<file path="src/rtl/psum_pkg.sv">
// ---------------------------------------------------------------------------
// psum_pkg
// Constants and types shared between PSUM_BUFF and its output drain.
//   - PSUM_DATA_WIDTH / PSUM_OUT_WIDTH / PSUM_PACK : stream and packing widths
//   - OUT_MAX / OUT_MIN                            : signed 8-bit saturation limits
//   - state_t + ST_* constants                     : drain FSM encoding
// No ports (package).
// ---------------------------------------------------------------------------
package psum_pkg;

    localparam int PSUM_DATA_WIDTH = 25;
    localparam int PSUM_OUT_WIDTH  = 8;
    localparam int PSUM_PACK       = 4;

    localparam int OUT_MAX = 127;
    localparam int OUT_MIN = -128;

    typedef logic [1:0] state_t;
    localparam state_t ST_IDLE = 2'd0;
    localparam state_t ST_RUN  = 2'd1;
    localparam state_t ST_DONE = 2'd2;

endpackage

</file>
<file path="src/rtl/psum_drain_fifo.sv">
// ---------------------------------------------------------------------------
// psum_drain_fifo
// Small synchronous word queue sitting between the lane packer and the SRAM
// write port. Pointers carry one extra wrap bit so full and empty can be told
// apart when the low bits match.
// Ports:
//   clk, rst_n   : clock, asynchronous active-low reset (clears pointers)
//   i_push       : write i_push_data (taken if not full, or full with a pop)
//   i_push_data  : word to enqueue
//   i_pop        : remove head (ignored when empty)
//   o_full       : QDEPTH words stored
//   o_empty      : no words stored
//   o_head       : oldest word, forced to 0 when empty
// ---------------------------------------------------------------------------
module psum_drain_fifo
    import psum_pkg::*;
#(
    parameter int WIDTH       = PSUM_PACK * PSUM_OUT_WIDTH,
    parameter int QDEPTH      = 4,
    parameter int QADDR_WIDTH = 2
) (
    input  logic             clk,
    input  logic             rst_n,
    input  logic             i_push,
    input  logic [WIDTH-1:0] i_push_data,
    input  logic             i_pop,
    output logic             o_full,
    output logic             o_empty,
    output logic [WIDTH-1:0] o_head
);

    logic [WIDTH-1:0]     r_mem [QDEPTH];
    logic [QADDR_WIDTH:0] r_wr_ptr;
    logic [QADDR_WIDTH:0] r_rd_ptr;
    logic                 w_do_push;
    logic                 w_do_pop;

    assign o_empty = (r_wr_ptr == r_rd_ptr);
    assign o_full  = (r_wr_ptr[QADDR_WIDTH] != r_rd_ptr[QADDR_WIDTH]) &&
                     (r_wr_ptr[QADDR_WIDTH-1:0] == r_rd_ptr[QADDR_WIDTH-1:0]);

    assign w_do_pop  = i_pop && !o_empty;
    // A push into a full queue is fine when the head leaves on the same edge.
    assign w_do_push = i_push && (!o_full || w_do_pop);

    // Head reads zero when empty so the write-data port is clean after reset.
    assign o_head = o_empty ? '0 : r_mem[r_rd_ptr[QADDR_WIDTH-1:0]];

    always_ff @(posedge clk or negedge rst_n) begin
        if (!rst_n) begin
            r_wr_ptr <= '0;
            r_rd_ptr <= '0;
        end else begin
            if (w_do_push) r_wr_ptr <= r_wr_ptr + 1'b1;
            if (w_do_pop)  r_rd_ptr <= r_rd_ptr + 1'b1;
        end
    end

    always_ff @(posedge clk) begin
        if (w_do_push) r_mem[r_wr_ptr[QADDR_WIDTH-1:0]] <= i_push_data;
    end

endmodule

</file>
<file path="src/rtl/psum_drain.sv">
// ---------------------------------------------------------------------------
// psum_drain
// Drains the PSUM_BUFF stream: each psum is rounded, arithmetically shifted
// and saturated to signed 8 bits, four results are packed into a 32-bit word
// (lane0 in bits [7:0]) and words are written to the output feature-map SRAM
// at consecutive addresses. A small queue absorbs SRAM stalls because the
// psum stream cannot be held off.
//
// Optional build macro: PSUM_DRAIN_RELU_EN -- clamps negative results to 0.
//
// Ports:
//   clk, rst_n      : clock, asynchronous active-low reset
//   start           : pulse in IDLE, latches cfg_* and begins a drain
//   cfg_shift       : right-shift amount (0..24)
//   cfg_base_addr   : first SRAM word address
//   cfg_num_words   : number of words in this drain
//   valid_fifo_out  : psum strobe
//   fifo_out        : signed psum
//   wr_en/wr_ready  : SRAM write handshake
//   wr_addr/wr_data : SRAM write address / packed word
//   busy            : drain in progress
//   done            : one-cycle pulse after the final word retires
//   overflow        : sticky, a word was dropped on a full queue
// ---------------------------------------------------------------------------
module psum_drain
    import psum_pkg::*;
#(
    parameter int DATA_WIDTH  = PSUM_DATA_WIDTH,
    parameter int OUT_WIDTH   = PSUM_OUT_WIDTH,
    parameter int PACK        = PSUM_PACK,
    parameter int SHIFT_WIDTH = 5,
    parameter int QDEPTH      = 4,
    parameter int QADDR_WIDTH = 2,
    parameter int ADDR_WIDTH  = 10
) (
    input  logic                      clk,
    input  logic                      rst_n,
    input  logic                      start,
    input  logic [SHIFT_WIDTH-1:0]    cfg_shift,
    input  logic [ADDR_WIDTH-1:0]     cfg_base_addr,
    input  logic [ADDR_WIDTH-1:0]     cfg_num_words,
    input  logic                      valid_fifo_out,
    input  logic [DATA_WIDTH-1:0]     fifo_out,
    output logic                      wr_en,
    input  logic                      wr_ready,
    output logic [ADDR_WIDTH-1:0]     wr_addr,
    output logic [PACK*OUT_WIDTH-1:0] wr_data,
    output logic                      busy,
    output logic                      done,
    output logic                      overflow
);

    localparam int WORD_W = PACK * OUT_WIDTH;
    localparam int LANE_W = (PACK > 1) ? $clog2(PACK) : 1;

    localparam logic signed [DATA_WIDTH:0] SAT_MAX = (DATA_WIDTH+1)'(OUT_MAX);
    localparam logic signed [DATA_WIDTH:0] SAT_MIN = (DATA_WIDTH+1)'(OUT_MIN);

    // Round-half-up then arithmetic shift, one bit wider than the input so
    // adding the rounding bias can never wrap.
    function automatic logic signed [DATA_WIDTH:0] round_shift(
        input logic signed [DATA_WIDTH-1:0] x,
        input logic [SHIFT_WIDTH-1:0]       sh
    );
        logic signed [DATA_WIDTH:0] bias;
        logic signed [DATA_WIDTH:0] sum;
        bias = '0;
        if (sh != '0) bias[sh - 1'b1] = 1'b1;
        sum = $signed({x[DATA_WIDTH-1], x}) + bias;
        return sum >>> sh;
    endfunction

    function automatic logic signed [OUT_WIDTH-1:0] saturate(
        input logic signed [DATA_WIDTH:0] v
    );
        if (v > SAT_MAX)      return SAT_MAX[OUT_WIDTH-1:0];
        else if (v < SAT_MIN) return SAT_MIN[OUT_WIDTH-1:0];
        else                  return v[OUT_WIDTH-1:0];
    endfunction

    state_t                       r_state;
    logic [SHIFT_WIDTH-1:0]       r_shift;
    logic [ADDR_WIDTH-1:0]        r_num_words;
    logic [ADDR_WIDTH-1:0]        r_wr_addr;
    logic                         r_overflow;
    logic [LANE_W-1:0]            r_lane_cnt;
    logic [ADDR_WIDTH-1:0]        r_push_cnt;
    logic [ADDR_WIDTH-1:0]        r_ret_cnt;
    logic                         r_vld_p1;
    logic signed [OUT_WIDTH-1:0]  r_q_p1;
    logic [WORD_W-1:0]            r_word_p2;

    logic                         w_run;
    logic                         w_push_open;
    logic                         w_s1_vld;
    logic signed [OUT_WIDTH-1:0]  w_q_p0;
    logic                         w_s2_vld;
    logic                         w_lane_last;
    logic [WORD_W-1:0]            w_word;
    logic                         w_push;
    logic                         w_pop;
    logic                         w_drop;
    logic                         w_retire;
    logic [ADDR_WIDTH-1:0]        w_ret_next;
    logic                         w_full;
    logic                         w_empty;
    logic [WORD_W-1:0]            w_head;

    assign w_run       = (r_state == ST_RUN);
    // Once the requested number of words has been pushed, further psums
    // (and any partially filled lanes) are discarded.
    assign w_push_open = w_run && (r_push_cnt != r_num_words);

    // ---- stage 0 -> 1: requantize ----
    assign w_s1_vld = valid_fifo_out && w_push_open;

    always_comb begin
        w_q_p0 = saturate(round_shift($signed(fifo_out), r_shift));
`ifdef PSUM_DRAIN_RELU_EN
        if (w_q_p0 < 0) w_q_p0 = '0;
`endif
    end

    always_ff @(posedge clk) begin
        if (w_s1_vld) r_q_p1 <= w_q_p0;
    end

    // ---- stage 1 -> 2: lane packing and queue push ----
    assign w_s2_vld    = r_vld_p1 && w_push_open;
    assign w_lane_last = (r_lane_cnt == LANE_W'(PACK - 1));

    always_comb begin
        w_word = r_word_p2;
        w_word[int'(r_lane_cnt)*OUT_WIDTH +: OUT_WIDTH] = r_q_p1;
    end

    always_ff @(posedge clk) begin
        if (w_s2_vld) r_word_p2 <= w_word;
    end

    assign w_push = w_s2_vld && w_lane_last;
    assign w_pop  = wr_en && wr_ready;
    assign w_drop = w_push && w_full && !w_pop;

    // Dropped words retire just like written ones so the drain still ends.
    assign w_retire   = w_pop || w_drop;
    assign w_ret_next = r_ret_cnt + {{(ADDR_WIDTH-1){1'b0}}, w_retire};

    psum_drain_fifo #(
        .WIDTH       (WORD_W),
        .QDEPTH      (QDEPTH),
        .QADDR_WIDTH (QADDR_WIDTH)
    ) u_fifo (
        .clk         (clk),
        .rst_n       (rst_n),
        .i_push      (w_push),
        .i_push_data (w_word),
        .i_pop       (w_pop),
        .o_full      (w_full),
        .o_empty     (w_empty),
        .o_head      (w_head)
    );

    always_ff @(posedge clk or negedge rst_n) begin
        if (!rst_n) begin
            r_state     <= ST_IDLE;
            r_shift     <= '0;
            r_num_words <= '0;
            r_wr_addr   <= '0;
            r_overflow  <= 1'b0;
            r_lane_cnt  <= '0;
            r_push_cnt  <= '0;
            r_ret_cnt   <= '0;
            r_vld_p1    <= 1'b0;
        end else begin
            r_vld_p1  <= w_s1_vld;
            r_ret_cnt <= w_ret_next;
            if (w_pop)    r_wr_addr  <= r_wr_addr + 1'b1;
            if (w_s2_vld) r_lane_cnt <= w_lane_last ? '0 : r_lane_cnt + 1'b1;
            if (w_push)   r_push_cnt <= r_push_cnt + 1'b1;
            if (w_drop)   r_overflow <= 1'b1;

            case (r_state)
                ST_IDLE: begin
                    if (start) begin
                        r_shift     <= cfg_shift;
                        r_num_words <= cfg_num_words;
                        r_wr_addr   <= cfg_base_addr;
                        r_overflow  <= 1'b0;
                        r_lane_cnt  <= '0;
                        r_push_cnt  <= '0;
                        r_ret_cnt   <= '0;
                        r_state     <= (cfg_num_words == '0) ? ST_DONE : ST_RUN;
                    end
                end
                ST_RUN: begin
                    if (w_retire && (w_ret_next == r_num_words)) r_state <= ST_DONE;
                end
                ST_DONE: r_state <= ST_IDLE;
                default: r_state <= ST_IDLE;
            endcase
        end
    end

    assign wr_en    = !w_empty;
    assign wr_data  = w_head;
    assign wr_addr  = r_wr_addr;
    assign busy     = w_run;
    assign done     = (r_state == ST_DONE);
    assign overflow = r_overflow;

endmodule

</file>
<file path="config.mk">
export PLATFORM = sky130hd
export DESIGN_NAME = psum_drain
export DESIGN_NICKNAME = d
export VERILOG_FILES = /design/src/rtl/psum_pkg.sv /design/src/rtl/psum_drain_fifo.sv /design/src/rtl/psum_drain.sv
export SDC_FILE = /design/constraint.sdc
export NUM_CORES = 1
export LEC_CHECK = 0
export BUFFER_PORTS_ARGS = -buffer_cell sky130_fd_sc_hd__buf_2
export CAP_MARGIN = 20
export CORE_MARGIN = 1
export CORE_UTILIZATION = 30
export CTS_CLUSTER_DIAMETER = 120
export DETAILED_ROUTE_END_ITERATION = 7
export GPL_ROUTABILITY_DRIVEN = 0
export PLACE_DENSITY_LB_ADDON = 0.12
export SETUP_SLACK_MARGIN = 0.2
export SLEW_MARGIN = 20
export SYNTH_ARGS = -nofsm -noshare
export SYNTH_HDL_FRONTEND = slang
export SYNTH_SLANG_ARGS = --single-unit
</file>
<file path="constraint.sdc">
create_clock -name clk -period 5.27 [get_ports clk]
set_clock_uncertainty 0.2 [all_clocks]
set_input_delay 1.054 -clock clk [delete_from_list [all_inputs] [get_ports clk]]
set_output_delay 1.054 -clock clk [all_outputs]
set_load 0.01 [all_outputs]
</file>
Yosys cells after proc, flatten, opt, wreduce, memory -nomap -nowiden

Memory sizes are Yosys's and may differ from the RTL's.
Index checks and enable logic that the tools add are counted.

$add $sub $neg: 9
Order comparisons: 4
Equality and inequality tests: 10
Shift operators: 3
Muxes and demuxes: 27
Reduce and logical (&&, ||, !) cells: 22

Operator list:

| cell                                                                                | number |
|---|---|
| 10-bit 2-to-1 mux                                                                   | 8 |
| 5-bit negation with 33-bit output                                                   | 1 |
| 8-bit by 33-bit variable shift with 32-bit output, first input constant             | 1 |
| 8-bit by 33-bit variable part select with 32-bit output                             | 1 |
| 32-bit bitwise mux                                                                  | 1 |
| 32-bit 2-to-1 mux                                                                   | 1 |
| 25-bit by 26-bit adder with 26-bit output                                           | 1 |
| 26-bit by 8-bit greater-than comparator with 1-bit output, second input constant    | 1 |
| 26-bit by 8-bit less-than comparator with 1-bit output, second input constant       | 1 |
| 26-bit 2-to-1 mux                                                                   | 1 |
| 26-bit by 5-bit >>> shifter with 26-bit output                                      | 1 |
| 10-bit by 1-bit adder with 10-bit output, second input constant                     | 2 |
| 2-bit 2-to-1 mux                                                                    | 7 |
| 1-bit logical AND                                                                   | 12 |
| 10-bit by 1-bit adder with 10-bit output                                            | 1 |
| 10-bit equality test                                                                | 1 |
| 10-bit logical NOT                                                                  | 1 |
| 10-bit != test                                                                      | 1 |
| 8-bit 2-to-1 mux                                                                    | 1 |
| 3-bit by 1-bit adder with 3-bit output, second input constant                       | 2 |
| 5-bit by 6-bit less-than comparator with 1-bit output, second input constant        | 1 |
| 1-bit 2-to-1 mux                                                                    | 6 |
| 1-bit demux with 5-bit select                                                       | 1 |
| 5-bit by 1-bit greater-or-equal comparator with 1-bit output, second input constant | 1 |
| other kinds (15)                                                                    | 20 |

Register bits after elaboration: 97
Bits in writable memories: 128
Input bits: 55
Output and inout port bits: 46
Logic and storage cells: 89
Memories kept: 1

Memories:

| name         | depth | bits a word | rd ports | clocked after memory_dff | write ports | line                  | text |
|---|---|---|---|---|---|---|---|
| u_fifo.r_mem | 4     | 32          | 1        | 0                        | 1           | psum_drain_fifo.sv:32 | `logic [WIDTH-1:0] r_mem [QDEPTH];` |

Longest topological paths before layout

Gate-level depths: netlist of the first run.

Depth after elaboration: 12
Mapped depth: 24

By module

From an unflattened synthesis of the first run, not the netlist that was laid out.

Cell total of the unflattened synthesis: 1,220
Area, all modules: 13,416.6 µm²

By module, submodules not included:

| module          | instances | cells each | area each (µm²) | sequential area each (µm²) |
|---|---|---|---|---|
| psum_drain      | 1         | 982        | 8,144.1         | 2,477.4 |
| psum_drain_fifo | 1         | 238        | 5,272.6         | 3,993.8 |

Worst setup path before layout of the first run

Ideal clock, no wire load.

Path kind: register -> register
Start point: register r_shift[2]
End point: register r_q_p1[0], data pin
Library setup time: 0.255 ns
Arrival: 4.977 ns
Required time: 4.815 ns
Path slack: -0.162 ns
Stages on the path, launching flop included: 20
Clock period less this slack: 5.432 ns
Cells stage by stage: dfrtp_1 clkbuf_1 buf_2 buf_1 clkbuf_1 buf_1 nor3_1 fa_1 a211oi_2 o211ai_2 a21oi_2 o21ai_1 and3b_1 or2_2 o211ai_1 a21boi_0 a2111oi_2 a41oi_1 o31ai_4 a31o_1

Word-level cells in the longest chain between the ends: 10
Elaborated cells on any way between the ends: 13
Those cells by class: add/sub: 2; order compare: 4; shift: 1; mux: 4; reduce/logical: 2

Ends and longest elaborated chain:

| what                                                                                                                                                        | line              | text |
|---|---|---|
| start: declaration                                                                                                                                          | psum_drain.sv:82  | `logic [SHIFT_WIDTH-1:0] r_shift;` |
| start signal: assignment                                                                                                                                    | psum_drain.sv:186 | `r_shift <= cfg_shift;` |
| 5-bit by 1-bit subtractor with 5-bit output                                                                                                                 | psum_drain.sv:68  | `if (sh != '0) bias[sh - 1'b1] = 1'b1;` |
| 5-bit by 6-bit less-than comparator with 1-bit output (not written as such) or 5-bit by 1-bit greater-or-equal comparator with 1-bit output (tied branches) | psum_drain.sv:68  |  |
| 1-bit logical AND (not written as such)                                                                                                                     | psum_drain.sv:68  |  |
| 1-bit 2-to-1 mux (not written as such)                                                                                                                      | psum_drain.sv:68  |  |
| 1-bit demux with 5-bit select                                                                                                                               | psum_drain.sv:68  |  |
| 26-bit 2-to-1 mux                                                                                                                                           | psum_drain.sv:68  |  |
| 25-bit by 26-bit adder with 26-bit output                                                                                                                   | psum_drain.sv:69  | `sum = $signed({x[DATA_WIDTH-1], x}) + bias;` |
| 26-bit by 5-bit >>> shifter with 26-bit output *                                                                                                            | psum_drain.sv:70  | `return sum >>> sh;` |
| 26-bit by 8-bit less-than comparator with 1-bit output                                                                                                      | psum_drain.sv:77  | `else if (v < SAT_MIN) return SAT_MIN[OUT_WIDTH-1:0];` |
| 8-bit 2-to-1 mux                                                                                                                                            | psum_drain.sv:77  |  |
| end signal: assignment                                                                                                                                      | psum_drain.sv:125 | `if (w_s1_vld) r_q_p1 <= w_q_p0;` |
| end: declaration                                                                                                                                            | psum_drain.sv:90  | `logic signed [OUT_WIDTH-1:0] r_q_p1;` |

Mark *: on every way between the ends. The rest lies on a longest branch, timed or not.
A chain may end at the register's enable or synchronous reset.

Worst setup path in the final report of the first run

Start point: register r_shift[1]
End point: register r_q_p1[0], data pin

Same word-level chain as after synthesis.

==> results.sh, run 1 <==
export IMPL_detailedPlace_worstSlack_ns=-0.0253
export IMPL_synth_largest_area_cell="sky130_fd_sc_hd__edfxtp_1"
export IMPL_critPathArrivalTime_ns=4.99
export IMPL_grt_max_degree=58
export IMPL_synth_seq_cells=225
export IMPL_slew_limit_headroom_pct=30.3
export IMPL_final_net_count=1407
export IMPL_worst_hold_check_slack_ns=0.287
export IMPL_cap_violations=0
export IMPL_grt_pass1_wl_mm=58.1
export IMPL_p_total_uw=9500
export IMPL_input_output_buffers=100
export IMPL_wire_per_inst_um=19.3
export IMPL_finalSetupTns_ns=0
export IMPL_die_height_um=212
export IMPL_setup_viol_count_final=0
export IMPL_cts_max_level=1
export IMPL_synth_edff_count=168
export IMPL_layout_drive_gt1_share_pct=25.9
export IMPL_clk_pin_slew_worst_paths_ns=0.06
export IMPL_place_area_mm2=0.0147
export IMPL_routed_wl_mm=37.0
export IMPL_min_period_ns=4.93
export IMPL_worst_ep_required_time_ns=5.33
export IMPL_slew_violations=0
export IMPL_post_drt_via_cell_ratio=5.09
export IMPL_yosys_area_top_type_share_pct=38.0
export IMPL_antenna_found_initial=1
export IMPL_filler_cell_count=4454
export IMPL_min_delay_start="u_fifo.r_rd_ptr[2]$_DFFE_PN0P_"
export IMPL_detailroute_via_count=9750
export IMPL_tightest_slew_ns=1.05
export IMPL_layout_setup_ws_ns=0.340
export IMPL_crit_path_start="r_shift[1]$_DFFE_PN0P_"
export IMPL_via_count_of_the_first_global_routing_pass=9913
export IMPL_post_synth_num_cell_types=99
export IMPL_outcome="finished, final reports clean"
export IMPL_worst_r2r_startpoint="r_shift[1]$_DFFE_PN0P_"
export IMPL_worstPathMaxFanout=11
export IMPL_residual_drc=0
export IMPL_synthCells=1180
export IMPL_max_freq_mhz=203
export IMPL_clock_tree_root_cell="sky130_fd_sc_hd__clkbuf_16"
export IMPL_start_util_pct=30.6
export IMPL_drt_first_pass_iters=5
export IMPL_post_synth_most_frequent_cells="sky130_fd_sc_hd__edfxtp_1, sky130_fd_sc_hd__nand2_1, sky130_fd_sc_hd__nor2_1, sky130_fd_sc_hd__o21ai_0, sky130_fd_sc_hd__dfrtp_1"
export IMPL_die_x_um=212
export IMPL_grt_util_all_layers_pct=16.6
export IMPL_cts_path_max_buffers=3
export IMPL_rsz0062_at_grt="no"
export IMPL_worst_hold_path_type="reg -> reg"
export IMPL_clock_latency_ns=0.54
export IMPL_yosys_most_used_dff="sky130_fd_sc_hd__edfxtp_1"
export IMPL_postLayoutCellArea_mm2=0.0157
export IMPL_synthesis_area_mm2=0.0133
export IMPL_ioPinCount=101
export IMPL_cts_sinks=225
export IMPL_syn_area_per_cell_um2=11.2
export IMPL_floorplan_die_area_mm2=0.0451
export IMPL_ys_seq_area_share_pct=48.8
export IMPL_drtAntennaViolNets=0
export IMPL_holdBufCountCts=0
export IMPL_cts_inserted_buffers=25
export IMPL_static_leakage_power_uw=0.00596
export IMPL_cp_end_kind="flop"
export IMPL_synth_nets=1276
export IMPL_grt_ovfl_total=0
export IMPL_dr_first_iter_drc_count=568
export IMPL_clock_tree_from_tritoncts="built"
export IMPL_power_ir_vdd_worst_v=0.000244
export IMPL_core_area_mm2=0.0434
export IMPL_yosys_cell_count_top_type="sky130_fd_sc_hd__edfxtp_1"
export IMPL_antenna_cells_inserted=0
export IMPL_yosys_warn_count=0
export IMPL_crit_path_start_kind="flop"
export IMPL_critical_path_class="reg -> reg"
export IMPL_report_final_hold_viol_count=0
export IMPL_yosys_top_cells_area="sky130_fd_sc_hd__edfxtp_1, sky130_fd_sc_hd__dfrtp_1, sky130_fd_sc_hd__mux4_2, sky130_fd_sc_hd__ha_1, sky130_fd_sc_hd__nand2_1"
export IMPL_synth_async_reset_ratio_pct=25.3
export IMPL_final_period_utilization_pct=93.6
export IMPL_dp_hpwl_mm=26.0
export IMPL_layout_area_overhead_vs_synth_pct=18.5
export IMPL_fp_row_count=76
export IMPL_cellPowerDensity_mw_per_mm2=604
## path summary, 6_finish.rpt
| check | endpoint | slack [ns] | depth (start not counted) |
|---|---|---|---|
| max in group asynchronous | r_shift[1]$_DFFE_PN0P_ | 3.85 | 2 |
| worst max-delay path | r_q_p1[0]$_SDFFCE_PN1P_ | 0.34 | 18 |
| worst min-delay path | u_fifo.r_rd_ptr[2]$_DFFE_PN0P_ | 0.29 | 1 |
| min in group asynchronous | u_fifo.r_rd_ptr[2]$_DFFE_PN0P_ | 0.47 | 2 |
| worst min register to register | u_fifo.r_rd_ptr[2]$_DFFE_PN0P_ | 0.29 | 1 |
| worst max register to register | r_q_p1[0]$_SDFFCE_PN1P_ | 0.34 | 18 |
## per-layer routing
layer	vias to the layer above	track usage (%)	wire [µm]
met5	-	0	13
met1	4810	22.9	17300
li1	4664	-	-
met4	2	4.27	708
met2	218	27.3	17400
met3	56	2.01	1450
## sequential cells by signal, summed over array words and instances (netlist names)
| signal | flops |
|---|---|
| r_ret_cnt | 10 |
| r_q_p1 | 8 |
| r_shift | 5 |
| r_push_cnt | 10 |
| u_fifo.r_mem | 128 |
| r_lane_cnt | 2 |
| u_fifo.r_wr_ptr | 3 |
| r_state | 2 |
| r_num_words | 10 |
| r_vld_p1 | 1 |
| r_word_p2 | 32 |
| u_fifo.r_rd_ptr | 3 |
| overflow | 1 |
| wr_addr | 10 |
## power by group
| part | switching [µW] | total [µW] | internal (µW) |
|---|---|---|---|
| clock | 696 | 1620 | 924 |
| sequential | 324 | 2910 | 2590 |
| combinational | 2980 | 4970 | 1990 |
## cell families (layout without fill, tap and decap cells)
logic type | after synthesis | after routing | share of synthesized area (%)
XOR/XNOR | 73 | 73 | 5.01
buffers and inverters | 108 | 257 | 3.31
AND/OR/NAND/NOR | 379 | 379 | 14.2
adder cells (fa/ha/maj) | 41 | 41 | 3.92
AO/OA/AOI/OAI | 276 | 276 | 15.1
multiplexers | 78 | 78 | 9.72
flip-flops | 225 | 225 | 48.8
## cell usage in the layout, fill, tap and decap left out, types with 38 or more instances in the layout
master,netlist,routed
sky130_fd_sc_hd__edfxtp_1,168,168
sky130_fd_sc_hd__o21ai_0,78,73
sky130_fd_sc_hd__ha_1,40,39
sky130_fd_sc_hd__nor2_1,93,90
sky130_fd_sc_hd__buf_4,2,63
sky130_fd_sc_hd__nand2_1,117,113
sky130_fd_sc_hd__nor2b_1,40,38
sky130_fd_sc_hd__inv_1,46,45
sky130_fd_sc_hd__a21oi_1,50,45
sky130_fd_sc_hd__dfrtp_1,57,55
sky130_fd_sc_hd__xor2_1,41,41
sky130_fd_sc_hd__buf_2,11,100
## through the flow
step	util, %	cells
4_1_cts	35.7	1906
5_1_grt	36.3	1914
6_report	36.3	1914
3_5_place_dp	33.9	1861
2_1_floorplan	-	1180
3_3_place_gp	33.9	1861
## critical path, cell delays in order (launching register included)
cell and delay (ns):
sky130_fd_sc_hd__dfrtp_2 0.49, sky130_fd_sc_hd__buf_4 0.20, sky130_fd_sc_hd__nand2b_4 0.07, sky130_fd_sc_hd__buf_4 0.24, sky130_fd_sc_hd__nor2_1 0.08, sky130_fd_sc_hd__ha_1 0.39, sky130_fd_sc_hd__buf_4 0.20, sky130_fd_sc_hd__nand2_1 0.10
sky130_fd_sc_hd__nor3b_2 0.29, sky130_fd_sc_hd__a221oi_4 0.12, sky130_fd_sc_hd__o41a_4 0.42, sky130_fd_sc_hd__xnor2_2 0.16, sky130_fd_sc_hd__mux2_2 0.31, sky130_fd_sc_hd__mux2_2 0.33, sky130_fd_sc_hd__o221ai_1 0.29, sky130_fd_sc_hd__nand4b_1 0.18
sky130_fd_sc_hd__nor3_2 0.23, sky130_fd_sc_hd__a221oi_4 0.14, sky130_fd_sc_hd__a31o_1 0.21
## area by class of cell
| type | instances | area [µm²] | area share [%] |
|---|---|---|---|
| timing repair buffer | 164 | 993 | 6.32 |
| inverter | 48 | 189 | 1.20 |
| sequential | 225 | 6470 | 41.2 |
| tap | 585 | 732 | 4.65 |
| clock buffer | 31 | 648 | 4.12 |
| clock inverter | 14 | 106 | 0.676 |
| multi-input combinational | 847 | 6580 | 41.9 |
## repair_timing
item,4_1_cts,5_1_grt
resized for setup,3,47
pin swaps,0,6
setup buffers,0,8
endpoints found under the setup margin,7,7
Note: power is estimated with default switching activity, not from simulation.
==> inputs of run 2 (changes only) <==
- REMOVE_ABC_BUFFERS: not set -> 1
==> results.sh, run 2 (synthesized netlist as in run 1, its figures left out) <==
export IMPL_layout_area_overhead_vs_synth_pct=20.3
export IMPL_antenna_found_initial=0
export IMPL_worst_hold_path_type="reg -> reg"
export IMPL_drtAntennaViolNets=0
export IMPL_routed_wl_mm=37.3
export IMPL_min_period_ns=4.84
export IMPL_power_ir_vdd_worst_v=0.000252
export IMPL_layout_setup_ws_ns=0.427
export IMPL_slew_limit_headroom_pct=27.8
export IMPL_outcome="finished, final reports clean"
export IMPL_residual_drc=0
export IMPL_p_switching_uw=4010
export IMPL_detailroute_via_count=9679
export IMPL_timing_hold_worst_path_depth=1
export IMPL_final_period_utilization_pct=91.9
export IMPL_critical_path_reg2reg_endpoint="r_q_p1[0]$_SDFFCE_PN1P_"
export IMPL_crit_path_start_kind="flop"
export IMPL_power_share_combinational_pct=51.3
export IMPL_commonest_cells_after_routing_fill_and_taps_aside="sky130_fd_sc_hd__edfxtp_1, sky130_fd_sc_hd__nand2_1, sky130_fd_sc_hd__buf_2, sky130_fd_sc_hd__nor2_1, sky130_fd_sc_hd__o21ai_0"
export IMPL_layout_commonest_cell="sky130_fd_sc_hd__edfxtp_1"
export IMPL_max_freq_mhz=206
export IMPL_critical_path_class="reg -> reg"
export IMPL_cts_sinks=225
export IMPL_tightest_slew_ns=1.08
export IMPL_floorplan_die_area_mm2=0.0451
export IMPL_grt_util_all_layers_pct=16.7
export IMPL_post_layout_nonfiller_instances=1928
export IMPL_p_total_uw=9740
export IMPL_worstPathMaxFanout=15
export IMPL_postLayoutCellArea_mm2=0.0160
export IMPL_reg2reg_slack_ns=0.43
export IMPL_clockPowerShare_pct=18.9
export IMPL_layout_drive_gt1_share_pct=27.0
export IMPL_place_inst=1873
export IMPL_grt_pass1_wl_mm=58.2
export IMPL_worst_ep_required_time_ns=5.32
export IMPL_clock_tree_from_tritoncts="built"
export IMPL_cp_end_kind="flop"
export IMPL_core_area_mm2=0.0434
export IMPL_largest_register_ff_count=128
export IMPL_timing_reg2reg_worst_path_depth=16
export IMPL_max_stage_delay_ns=0.55
export IMPL_clk_pin_slew_worst_paths_ns=0.06
export IMPL_slew_violations=0
export IMPL_setup_viol_count_final=0
export IMPL_cp_slowest_cell="sky130_fd_sc_hd__or4b_1"
export IMPL_detailedPlace_worstSlack_ns=0.0533
export IMPL_report_final_hold_viol_count=0
export IMPL_cap_violations=0
export IMPL_power_internal_uw=5730
export IMPL_post_drt_via_cell_ratio=5.02
export IMPL_sequentialPowerShare_pct=29.9
export IMPL_rsz0062_at_grt="no"
export IMPL_die_height_um=212
export IMPL_cts_max_level=1
export IMPL_grt_ovfl_total=0
export IMPL_via_count_of_the_first_global_routing_pass=9806
export IMPL_critPathArrivalTime_ns=4.89
export IMPL_input_output_buffers=100
export IMPL_holdBufCountCts=0
export IMPL_worst_r2r_startpoint="r_shift[1]$_DFFE_PN0P_"
export IMPL_place_area_mm2=0.0148
export IMPL_min_delay_start="u_fifo.r_wr_ptr[2]$_DFFE_PN0P_"
export IMPL_cts_inserted_buffers=26
export IMPL_clock_tree_root_cell="sky130_fd_sc_hd__clkbuf_16"
export IMPL_cts_path_max_buffers=3
export IMPL_ioPinCount=101
export IMPL_die_x_um=212
export IMPL_cellPowerDensity_mw_per_mm2=610
export IMPL_dr_first_iter_drc_count=573
export IMPL_critical_path_top_cell_by_count="sky130_fd_sc_hd__a221oi_4"
export IMPL_grt_max_degree=37
export IMPL_start_util_pct=30.6
export IMPL_sw_ratio_pct=41.2
export IMPL_static_leakage_power_uw=0.00608
export IMPL_final_core_utilization_pct=36.8
export IMPL_wire_per_inst_um=19.3
export IMPL_hold_path_sink="u_fifo.r_wr_ptr[2]$_DFFE_PN0P_"
export IMPL_antenna_cells_inserted=0
export IMPL_dp_hpwl_mm=26.7
export IMPL_clock_latency_ns=0.51
export IMPL_fp_row_count=76
export IMPL_cp_cell_sequence="buf_6, nand2b_4, buf_4, nor3_1, ha_1, and4_1, nor3b_2, a221oi_4, o41a_4, xnor2_2, mux2_2, o21a_2, or4b_1, a31oi_2, a221oi_4, a31o_1"
export IMPL_final_net_count=1419
export IMPL_drt_first_pass_iters=5
## run 2: critical path, delay by kind of cell (launching register included)
| family | cells | cell delay, ns |
|---|---|---|
| flops | 1 | 0.44 |
| mux | 1 | 0.31 |
| simple gates | 5 | 1.24 |
| compound gates | 6 | 1.37 |
| buf+inv | 2 | 0.41 |
| xor+xnor | 1 | 0.17 |
| fa+ha+maj | 1 | 0.43 |
## run 2: power groups by stage
stage	Sequential (µW)	Combinational (µW)	Clock (µW)
2_1_floorplan	3030	2940	0
3_3_place_gp	2940	4880	0
3_5_place_dp	2950	4860	0
4_1_cts	2910	4890	1890
5_1_grt	2960	5510	1950
6_report	2910	5000	1840
## run 2: metal layers
metal / vias up / track usage (%) / routed length (µm)
met5: - / 0 / 0
met4: 0 / 4.09 / 737
met3: 45 / 1.43 / 890
met2: 161 / 28.1 / 17900
met1: 4783 / 23.0 / 17700
li1: 4690 / - / -
## run 2: final cells by class
type | instances | area [µm²]
clock buffer | 31 | 691
inverter | 48 | 189
sequential | 225 | 6470
tap | 585 | 732
multi-input combinational | 847 | 6600
fill | 4432 | 27400
clock inverter | 17 | 189
timing repair buffer | 175 | 1090
## run 2: what timing repair did
| action | 4_1_cts | 5_1_grt |
|---|---|---|
| pin swaps | 0 | 10 |
| resized for setup | 2 | 48 |
| hold endpoints to repair | 0 | 0 |
| setup endpoints to repair | 1 | 7 |
| buffers inserted | 0 | 7 |
## run 2: worst max-delay path by stage
stage	slack [ns]	from	to	cells after the start
CTS	0.22	r_shift[2]$_DFFE_PN0P_	r_q_p1[0]$_SDFFCE_PN1P_	17
global route	0.14	r_shift[0]$_DFFE_PN0P_	r_q_p1[0]$_SDFFCE_PN1P_	18
detailed placement	0.05	fifo_out[0]	r_q_p1[0]$_SDFFCE_PN1P_	15
floorplan	-0.87	u_fifo.r_rd_ptr[0]$_DFFE_PN0P_	r_state[0]$_DFFE_PN0P_	15
finish	0.43	r_shift[1]$_DFFE_PN0P_	r_q_p1[0]$_SDFFCE_PN1P_	16
global placement	0.08	fifo_out[0]	r_q_p1[0]$_SDFFCE_PN1P_	15
## run 2: through the flow
step / hold slack [ns] / TNS, ns
after global routing: 0.313 / 0
after detailed placement: 0.280 / 0
after CTS: 0.291 / 0
final: 0.285 / 0
after floorplan: 0.260 / -6.70
after global placement: 0.277 / 0
==> inputs of run 3 (changes only) <==
- clock period: 5.27 -> 4 ns (I/O delays scaled with it)
==> results.sh, run 3 (synthesized netlist as in run 1, its figures left out) <==
export IMPL_outcome="finished with violations"
export IMPL_failed_checks="setup timing"
export IMPL_fp_row_count=76
export IMPL_setup_viol_count_final=7
export IMPL_postLayoutCellArea_mm2=0.0179
export IMPL_grt_util_all_layers_pct=17.4
export IMPL_place_inst=2029
export IMPL_drtAntennaViolNets=0
export IMPL_cts_sinks=225
export IMPL_slew_violations=0
export IMPL_final_period_utilization_pct=114
export IMPL_p_switching_uw=5710
export IMPL_filler_cell_count=4289
export IMPL_input_output_buffers=100
export IMPL_power_share_combinational_pct=57.9
export IMPL_clock_tree_root_cell="sky130_fd_sc_hd__clkbuf_16"
export IMPL_power_internal_uw=8400
export IMPL_clock_latency_ns=0.51
export IMPL_final_net_count=1601
export IMPL_detailroute_via_count=10400
export IMPL_crit_path_start_kind="flop"
export IMPL_floorplan_die_area_mm2=0.0451
export IMPL_antenna_cells_inserted=0
export IMPL_layout_area_overhead_vs_synth_pct=35.1
export IMPL_dp_hpwl_mm=28.2
export IMPL_worst_r2r_startpoint="r_shift[1]$_DFFE_PN0P_"
export IMPL_timing_reg2reg_worst_path_depth=19
export IMPL_sequentialPowerShare_pct=26.8
export IMPL_critical_path_reg2reg_endpoint="r_q_p1[0]$_SDFFCE_PN1P_"
export IMPL_slew_limit_headroom_pct=41.5
export IMPL_die_x_um=212
export IMPL_post_layout_nonfiller_instances=2106
export IMPL_drt_first_pass_iters=5
export IMPL_rsz0062_at_grt="yes"
export IMPL_holdBufCountCts=0
export IMPL_layout_setup_ws_ns=-0.553
export IMPL_report_final_hold_viol_count=0
export IMPL_grt_max_degree=37
export IMPL_clockPowerShare_pct=15.2
export IMPL_cap_violations=0
export IMPL_dr_first_iter_drc_count=561
export IMPL_detailedPlace_worstSlack_ns=-0.988
export IMPL_layout_commonest_cell="sky130_fd_sc_hd__buf_4"
export IMPL_cts_max_level=1
export IMPL_layout_drive_gt1_share_pct=41.4
export IMPL_worstPathMaxFanout=7
export IMPL_largest_register_ff_count=128
export IMPL_clock_tree_from_tritoncts="built"
export IMPL_place_area_mm2=0.0160
export IMPL_cellPowerDensity_mw_per_mm2=787
export IMPL_grt_ovfl_total=0
export IMPL_wire_per_inst_um=18.4
export IMPL_core_area_mm2=0.0434
export IMPL_grt_pass1_wl_mm=61.1
export IMPL_tightest_slew_ns=0.878
export IMPL_ioPinCount=101
export IMPL_final_core_utilization_pct=41.4
export IMPL_critPathArrivalTime_ns=4.74
export IMPL_reg2reg_slack_ns=-0.55
export IMPL_antenna_found_initial=0
export IMPL_commonest_cells_after_routing_fill_and_taps_aside="sky130_fd_sc_hd__buf_4, sky130_fd_sc_hd__edfxtp_1, sky130_fd_sc_hd__nand2_1, sky130_fd_sc_hd__buf_2, sky130_fd_sc_hd__nor2_1"
export IMPL_power_ir_vdd_worst_v=0.000321
export IMPL_residual_drc=0
export IMPL_die_height_um=212
export IMPL_cts_inserted_buffers=25
export IMPL_clk_pin_slew_worst_paths_ns=0.06
export IMPL_min_period_ns=4.55
export IMPL_cts_path_max_buffers=3
export IMPL_finalSetupTns_ns=-3.74
export IMPL_post_drt_via_cell_ratio=4.92
export IMPL_routed_wl_mm=38.7
export IMPL_critical_path_class="reg -> reg"
export IMPL_via_count_of_the_first_global_routing_pass=10700
export IMPL_worst_ep_required_time_ns=4.18
export IMPL_sw_ratio_pct=40.5
export IMPL_max_freq_mhz=220
export IMPL_worst_hold_path_type="in -> async"
export IMPL_start_util_pct=30.6
export IMPL_cp_end_kind="flop"
export IMPL_static_leakage_power_uw=0.00701
run 3: changes by cell type in the layout (fill, tap and decap cells not counted), sizes merged:
cell,delta
buf,+183
bufinv,-2
clkinv,-2
clkinvlp,-1
run 3: through the flow:
stage	hold slack, ns	power, µW
6_report	0.111	14100
4_1_cts	0.110	13900
3_3_place_gp	0.275	11100
2_1_floorplan	0.260	7870
3_5_place_dp	0.282	11100
5_1_grt	0.136	15100
run 3: final cells by class:
class	instances	area (µm²)	area share, %
multi-input cells	847	7250	40.4
flip-flops and latches	225	6470	36.1
repair buffers	358	2530	14.1
well taps	585	732	4.08
clock buffers	31	648	3.61
inverters	48	186	1.04
clock inverters	12	111	0.621
run 3: worst max-delay path by stage:
stage               slack, ns                 endpoint                           start
finish                  -0.55  r_q_p1[0]$_SDFFCE_PN1P_          r_shift[1]$_DFFE_PN0P_
CTS                     -0.58  r_q_p1[0]$_SDFFCE_PN1P_          r_shift[0]$_DFFE_PN0P_
global route            -0.75  r_q_p1[0]$_SDFFCE_PN1P_          r_shift[4]$_DFFE_PN0P_
detailed placement      -0.99  r_q_p1[0]$_SDFFCE_PN1P_          r_shift[1]$_DFFE_PN0P_
global placement        -0.98  r_q_p1[0]$_SDFFCE_PN1P_          r_shift[1]$_DFFE_PN0P_
floorplan               -2.14   r_state[0]$_DFFE_PN0P_  u_fifo.r_rd_ptr[0]$_DFFE_PN0P_
run 3: what timing repair did:
item                                    CTS  global route
setup buffers                            24            10
gates cloned                              0             0
endpoints found under the setup margin    9             9
pin swaps                                51            61
resized for setup                       129            62
run 3: worst max-delay path, stage by stage, from the launching register on:
cell and delay [ns]:
sky130_fd_sc_hd__dfrtp_1 0.40, sky130_fd_sc_hd__buf_6 0.16, sky130_fd_sc_hd__inv_2 0.06, sky130_fd_sc_hd__nand2_2 0.13, sky130_fd_sc_hd__nor2_1 0.08, sky130_fd_sc_hd__ha_1 0.32, sky130_fd_sc_hd__buf_4 0.14, sky130_fd_sc_hd__nand2_2 0.10
sky130_fd_sc_hd__a211oi_2 0.34, sky130_fd_sc_hd__a21oi_4 0.14, sky130_fd_sc_hd__o21ai_2 0.24, sky130_fd_sc_hd__and3b_1 0.27, sky130_fd_sc_hd__buf_4 0.15, sky130_fd_sc_hd__nor3_1 0.07, sky130_fd_sc_hd__or4_1 0.56, sky130_fd_sc_hd__o221ai_2 0.11
sky130_fd_sc_hd__nor2b_2 0.20, sky130_fd_sc_hd__a41oi_2 0.17, sky130_fd_sc_hd__o31ai_4 0.38, sky130_fd_sc_hd__a31o_1 0.19
run 3: layer usage:
metal  track usage, %  wire [µm]  up-vias
met5                0          0        -
met4             4.66        776        0
met3             1.67       1090       56
met2             30.7      19200      175
met1             22.7      17600     5072
li1                 -          -     5055
run 3: power by group through the flow:
| stage | logic (µW) | registers [µW] | clock network [µW] |
|---|---|---|---|
| global route | 8920 | 3860 | 2310 |
| global placement | 7250 | 3800 | 0 |
| CTS | 7960 | 3780 | 2210 |
| floorplan | 3870 | 4000 | 0 |
| finish | 8170 | 3790 | 2150 |
| detailed placement | 7260 | 3820 | 0 |
